## config.mk

```make
export PLATFORM = sky130hd
export DESIGN_NAME = coprocessor_pio_ctrl_irq
export DESIGN_NICKNAME = d
export VERILOG_FILES = /design/src/rtl/coprocessor_pio_ctrl_irq.sv
export SDC_FILE = /design/constraint.sdc
export NUM_CORES = 1
export LEC_CHECK = 0
export CAP_MARGIN = 40
export CORE_UTILIZATION = 27
export CTS_BUF_LIST = sky130_fd_sc_hd__clkbuf_4
export DETAILED_ROUTE_END_ITERATION = 8
export GPL_ROUTABILITY_DRIVEN = 1
export GPL_TIMING_DRIVEN = 0
export PLACE_DENSITY = 0.78
export SETUP_SLACK_MARGIN = 0.1
export SYNTH_ARGS = -nofsm -noshare
export SYNTH_HDL_FRONTEND = slang
export SYNTH_SLANG_ARGS = --single-unit
```

## constraint.sdc

```tcl
create_clock -name clk -period 2.15 [get_ports clk]
set_clock_uncertainty 0.2 [all_clocks]
set_input_delay 0.645 -clock clk [delete_from_list [all_inputs] [get_ports clk]]
set_output_delay 0.645 -clock clk [all_outputs]
set_load 0.02 [all_outputs]
```

## src/rtl/coprocessor_pio_ctrl_irq.sv

```systemverilog
// Avalon-MM PIO slave: control outputs with set/clear aliases and self-clearing pulse bits,
// synchronised status inputs with rising-edge capture and a maskable level interrupt.
module coprocessor_pio_ctrl_irq #(
  parameter int unsigned          OUT_WIDTH   = 3,
  parameter int unsigned          IN_WIDTH    = 2,
  parameter logic [OUT_WIDTH-1:0] PULSE_MASK  = OUT_WIDTH'(1),
  parameter logic [OUT_WIDTH-1:0] RESET_VALUE = '0
) (
  input  logic                 clk,
  input  logic                 reset_n,
  input  logic [2:0]           address,
  input  logic                 chipselect,
  input  logic                 write_n,
  input  logic [31:0]          writedata,
  output logic [31:0]          readdata,
  input  logic [IN_WIDTH-1:0]  in_port,
  output logic [OUT_WIDTH-1:0] out_port,
  output logic                 irq
);

  localparam logic [OUT_WIDTH-1:0] DataReset = RESET_VALUE & ~PULSE_MASK;

  logic [OUT_WIDTH-1:0] r_data_out;
  logic [IN_WIDTH-1:0]  r_sync1, r_sync2, r_prev;
  logic [IN_WIDTH-1:0]  r_irq_mask, r_edge_cap;

  logic                 w_wr;
  logic [OUT_WIDTH-1:0] w_wd_out, w_hold, w_data_nx;
  logic [IN_WIDTH-1:0]  w_wd_in, w_mask_nx, w_w1c, w_rise;

  assign w_wr     = chipselect & ~write_n;
  assign w_wd_out = writedata[OUT_WIDTH-1:0];
  assign w_wd_in  = writedata[IN_WIDTH-1:0];
  // Pulse bits drop out of the hold value, so they fall unless this cycle's write sets them again.
  assign w_hold   = r_data_out & ~PULSE_MASK;
  assign w_rise   = r_sync2 & ~r_prev;

  always_comb begin
    w_data_nx = w_hold;
    w_mask_nx = r_irq_mask;
    w_w1c     = '0;
    if (w_wr) begin
      case (address)
        3'd0:    w_data_nx = w_wd_out;
        3'd2:    w_mask_nx = w_wd_in;
        3'd3:    w_w1c     = w_wd_in;
        3'd4:    w_data_nx = w_hold | w_wd_out;
        3'd5:    w_data_nx = w_hold & ~w_wd_out;
        default: ;
      endcase
    end
  end

  always_ff @(posedge clk or negedge reset_n) begin
    if (!reset_n) begin
      r_data_out <= DataReset;
      r_sync1    <= '0;
      r_sync2    <= '0;
      r_prev     <= '0;
      r_irq_mask <= '0;
      r_edge_cap <= '0;
    end else begin
      r_data_out <= w_data_nx;
      r_sync1    <= in_port;
      r_sync2    <= r_sync1;
      r_prev     <= r_sync2;
      r_irq_mask <= w_mask_nx;
      // A new rise beats a simultaneous W1C so no event is lost.
      r_edge_cap <= (r_edge_cap & ~w_w1c) | w_rise;
    end
  end

  always_comb begin
    readdata = '0;
    case (address)
      3'd0:    readdata[OUT_WIDTH-1:0] = r_data_out;
      3'd1:    readdata[IN_WIDTH-1:0]  = r_sync2;
      3'd2:    readdata[IN_WIDTH-1:0]  = r_irq_mask;
      3'd3:    readdata[IN_WIDTH-1:0]  = r_edge_cap;
      default: readdata = '0;
    endcase
  end

  assign out_port = r_data_out;
  assign irq      = |(r_edge_cap & r_irq_mask);

endmodule

```

==> run_results.csv, run 1 <==
group,metric,value,unit
run_status,outcome,"complete, but fails checks",
run_status,violations,"setup timing",
floorplanning,die_h,55.5,um
critical_path,worst_ep_arrival_time,1.46,ns
detailed_routing,num_vias,602,
timing,final_max_slew_viol_count,0,
placed_design,portBuffers,17,
floorplanning,rows,19,
detailed_routing,ant_nets,0,
detailed_routing,drc,0,
layout,layout_common_cells,"buf_4 (32), conb_1 (29), dfrtp_1 (13)",
timing,whs,0.158,ns
hold_path,hold-path-cell-count,0,
layout,final_common_cell,"buf_4",
floorplanning,ioPinCount,77,
critical_path,max_stage_delay,0.48,ns
layout,drive_gt1_share,39.2,%
synth,yosys_warnings,0,
critical_path,cp-start-kind,"input pin",
grt,grt_pass1_vias,518,
timing,worst_pin_slew,0.540,ns
cts,insertion_delay,0.26,ns
critical_path,worstPathCellList,"buf_8 > mux4_2 > nor2b_4 > buf_6",
placed_design,dp_slack,-1.18,ns
timing,period_needed,2.31,ns
cts,cts_tree,"yes",
timing,fmax,433,MHz
layout,fillerInstances,272,
floorplanning,die-width,55.5,um
synth,netlist_area,772,um2
synth,yosysSeqAreaShare,42.1,%
timing,fin_ws,-0.157,ns
hold_path,min_from,"r_sync1[0]$_DFF_PN0_",
timing,setup_tns,-0.326,ns
detailed_routing,routed_via_density,3.86,
pwr,cellLeakagePower,0.000618,uW
detailed_routing,drt_iter0_markers,10,
pwr,irDropWorstVdd,0.000359,V
synth,avgSynthCellArea,10.4,um2
critical_path,r2r-end,"r_irq_mask[1]$_DFFE_PN0P_",
cts,cts_buffer_depth,2,
timing,hold_viol,0,
critical_path,worstSetupEndpointType,"output pin",
timing,rsz0062_at_grt,"yes",
hold_path,hold_class,"reg2reg",
grt,grt_max_degree,14,
synth,synth-seq-cells,13,
critical_path,crit_slowest_cell,"mux4_2",
critical_path,path_max_fanout,2,
placed_design,place_congestion,0.819,
critical_path,r2r_cells,1,
floorplanning,start_util,28.2,%
detailed_routing,firstDrtPassIters,4,
cts,numCtsBuffers,3,
detailed_routing,wl,1280,um
synth,syn_inst,74,
floorplanning,core,0.00273,mm2
synth,synthDistinctLibCells,17,
timing,max_slew_margin,63.5,%
cts,clkTransAtPathRegs,0.08,ns
hold_path,holdPathEnd,"r_sync2[0]$_DFF_PN0_",
cts,clock-root-buffer,"clkbuf_4",
floorplanning,fp.dieArea,0.00308,mm2
layout,nets,167,
timing,setup_viol,3,
cts,clock-sinks,13,
flow_run,drv_cap,0,
grt,overflow,0,
critical_path,required,1.30,ns
critical_path,reg2reg_setup_slack,1.17,ns
cts,cts_max_level,1,
detailed_routing,wl_per_cell,8.19,um
grt,grt_pass1_wl,2190,um
critical_path,r2r_start,"r_irq_mask[1]$_DFFE_PN0P_",
grt,grt_usage,9.05,%
pwr,power.density,570,mW/mm2
placed_design,hpwl,1080,um
layout,antenna_cells,0,
layout,syn_to_final_growth,50.1,%
critical_path,worstSetupPathType,"in2out",
timing,finalCritPeriodShare,107,%
layout,utilization,42.4,%
grt,grt_antenna_before_repair,0,
## report_power, final
group / internal, uW / leakage [uW] / switching, uW
sequential: 268 / 0.000152 / 15.8
clock: 84.3 / 0.0000184 / 72.6
combinational: 111 / 0.000448 / 109
## cells by family after synthesis
family | share of synthesized area, %
buf+inv | 29.8
compound gates | 5.67
mux | 8.75
other cells | 0.486
flops | 42.1
simple gates | 13.1
## registers in the layout (all words and copies together) (netlist names)
| register | flops |
|---|---|
| out_port | 3 |
| r_prev | 2 |
| r_sync1 | 2 |
| r_edge_cap | 2 |
| r_irq_mask | 2 |
| r_sync2 | 2 |
## worst max-delay path, delay by kind of cell
kind                   cells  cell delay [ns]
buffers and inverters      2             0.21
multiplexers               1             0.48
AND/OR/NAND/NOR            1             0.14
## what timing repair did
| action | in CTS | in global routing |
|---|---|---|
| hold buffers | 0 | 0 |
| endpoints found under the setup margin | 9 | 4 |
| gates resized for setup | 36 | 1 |
| endpoints found under the hold margin | 0 | 0 |
| setup buffers | 2 | 0 |
## per-stage QoR
| stage | instances | total power [uW] | instance area (um2) |
|---|---|---|---|
| floorplan | 102 | 442 | 908 |
| global placement | 150 | 512 | 1120 |
| detailed placement | 150 | 514 | 1120 |
| CTS | 156 | 669 | 1160 |
| global route | 156 | 699 | 1160 |
| finish | 156 | 661 | 1160 |
## cells in the mapped netlist
cell type | n | area share, %
a22o_1 | 1 | 1.1
and2_1 | 1 | 0.81
buf_2 | 1 | 0.65
buf_4 | 29 | 28
conb_1 | 1 | 0.49
dfrtp_1 | 13 | 42
inv_1 | 2 | 0.97
mux2_2 | 2 | 2.9
mux4_2 | 2 | 5.8
nand2_1 | 6 | 2.9
nand4bb_1 | 1 | 1.5
nor2_1 | 1 | 0.49
nor2b_1 | 5 | 4.1
nor4b_1 | 2 | 2.3
o21ai_0 | 4 | 2.6
o31ai_1 | 2 | 1.9
or3b_1 | 1 | 1.1
## per-layer routing
metal | GRT usage, % | share of wire (%) | vias up | wire length (um)
met1 | 9.43 | 33 | 271 | 420
met3 | 1.41 | 9.3 | 4 | 119
met5 | 0 | 0 | - | 0
li1 | - | - | 289 | -
met2 | 16.0 | 56 | 38 | 711
met4 | 7.14 | 2.1 | 0 | 27
## cell type report
class                      count  area (um2)  share of cell area, %
multi-input combinational     57         343                   29.6
sequential                    13         325                   28.1
buffer                        30         238                   20.5
timing repair buffer          19         176                   15.2
tap                           31        38.8                   3.35
clock buffer                   4        30.0                   2.59
inverter                       2        7.51                  0.648
## worst max-delay path by stage
| stage | cells past startpoint | from | slack, ns | end |
|---|---|---|---|---|
| after floorplan | 3 | address[0] | -0.06 | readdata[0] |
| after global placement | 4 | address[1] | -1.18 | readdata[1] |
| after detailed placement | 4 | address[1] | -1.18 | readdata[1] |
| after CTS | 4 | address[1] | -0.16 | readdata[1] |
| after global routing | 4 | address[1] | -0.19 | readdata[1] |
| final | 4 | address[1] | -0.16 | readdata[1] |
No activity file was read; power rests on OpenSTA's default activity.
==> inputs of run 2 (changes only) <==
--- a/config.mk
+++ b/config.mk
@@ -5,6 +5,7 @@
 export SDC_FILE = /design/constraint.sdc
 export NUM_CORES = 1
 export LEC_CHECK = 0
+export ABC_CLOCK_PERIOD_IN_PS = 2150
 export CAP_MARGIN = 40
 export CORE_UTILIZATION = 27
 export CTS_BUF_LIST = sky130_fd_sc_hd__clkbuf_4
==> results of run 2 <==
The final DEF is identical to that of run 1; final timing and power are the same.
==> inputs of run 3 (changes only) <==
--- a/config.mk
+++ b/config.mk
@@ -7,6 +7,7 @@
 export LEC_CHECK = 0
 export ABC_CLOCK_PERIOD_IN_PS = 2150
 export CAP_MARGIN = 40
+export CORE_MARGIN = 1
 export CORE_UTILIZATION = 27
 export CTS_BUF_LIST = sky130_fd_sc_hd__clkbuf_4
 export DETAILED_ROUTE_END_ITERATION = 8
==> results of run 3 <==
The final DEF is identical to that of run 1; final timing and power are the same.
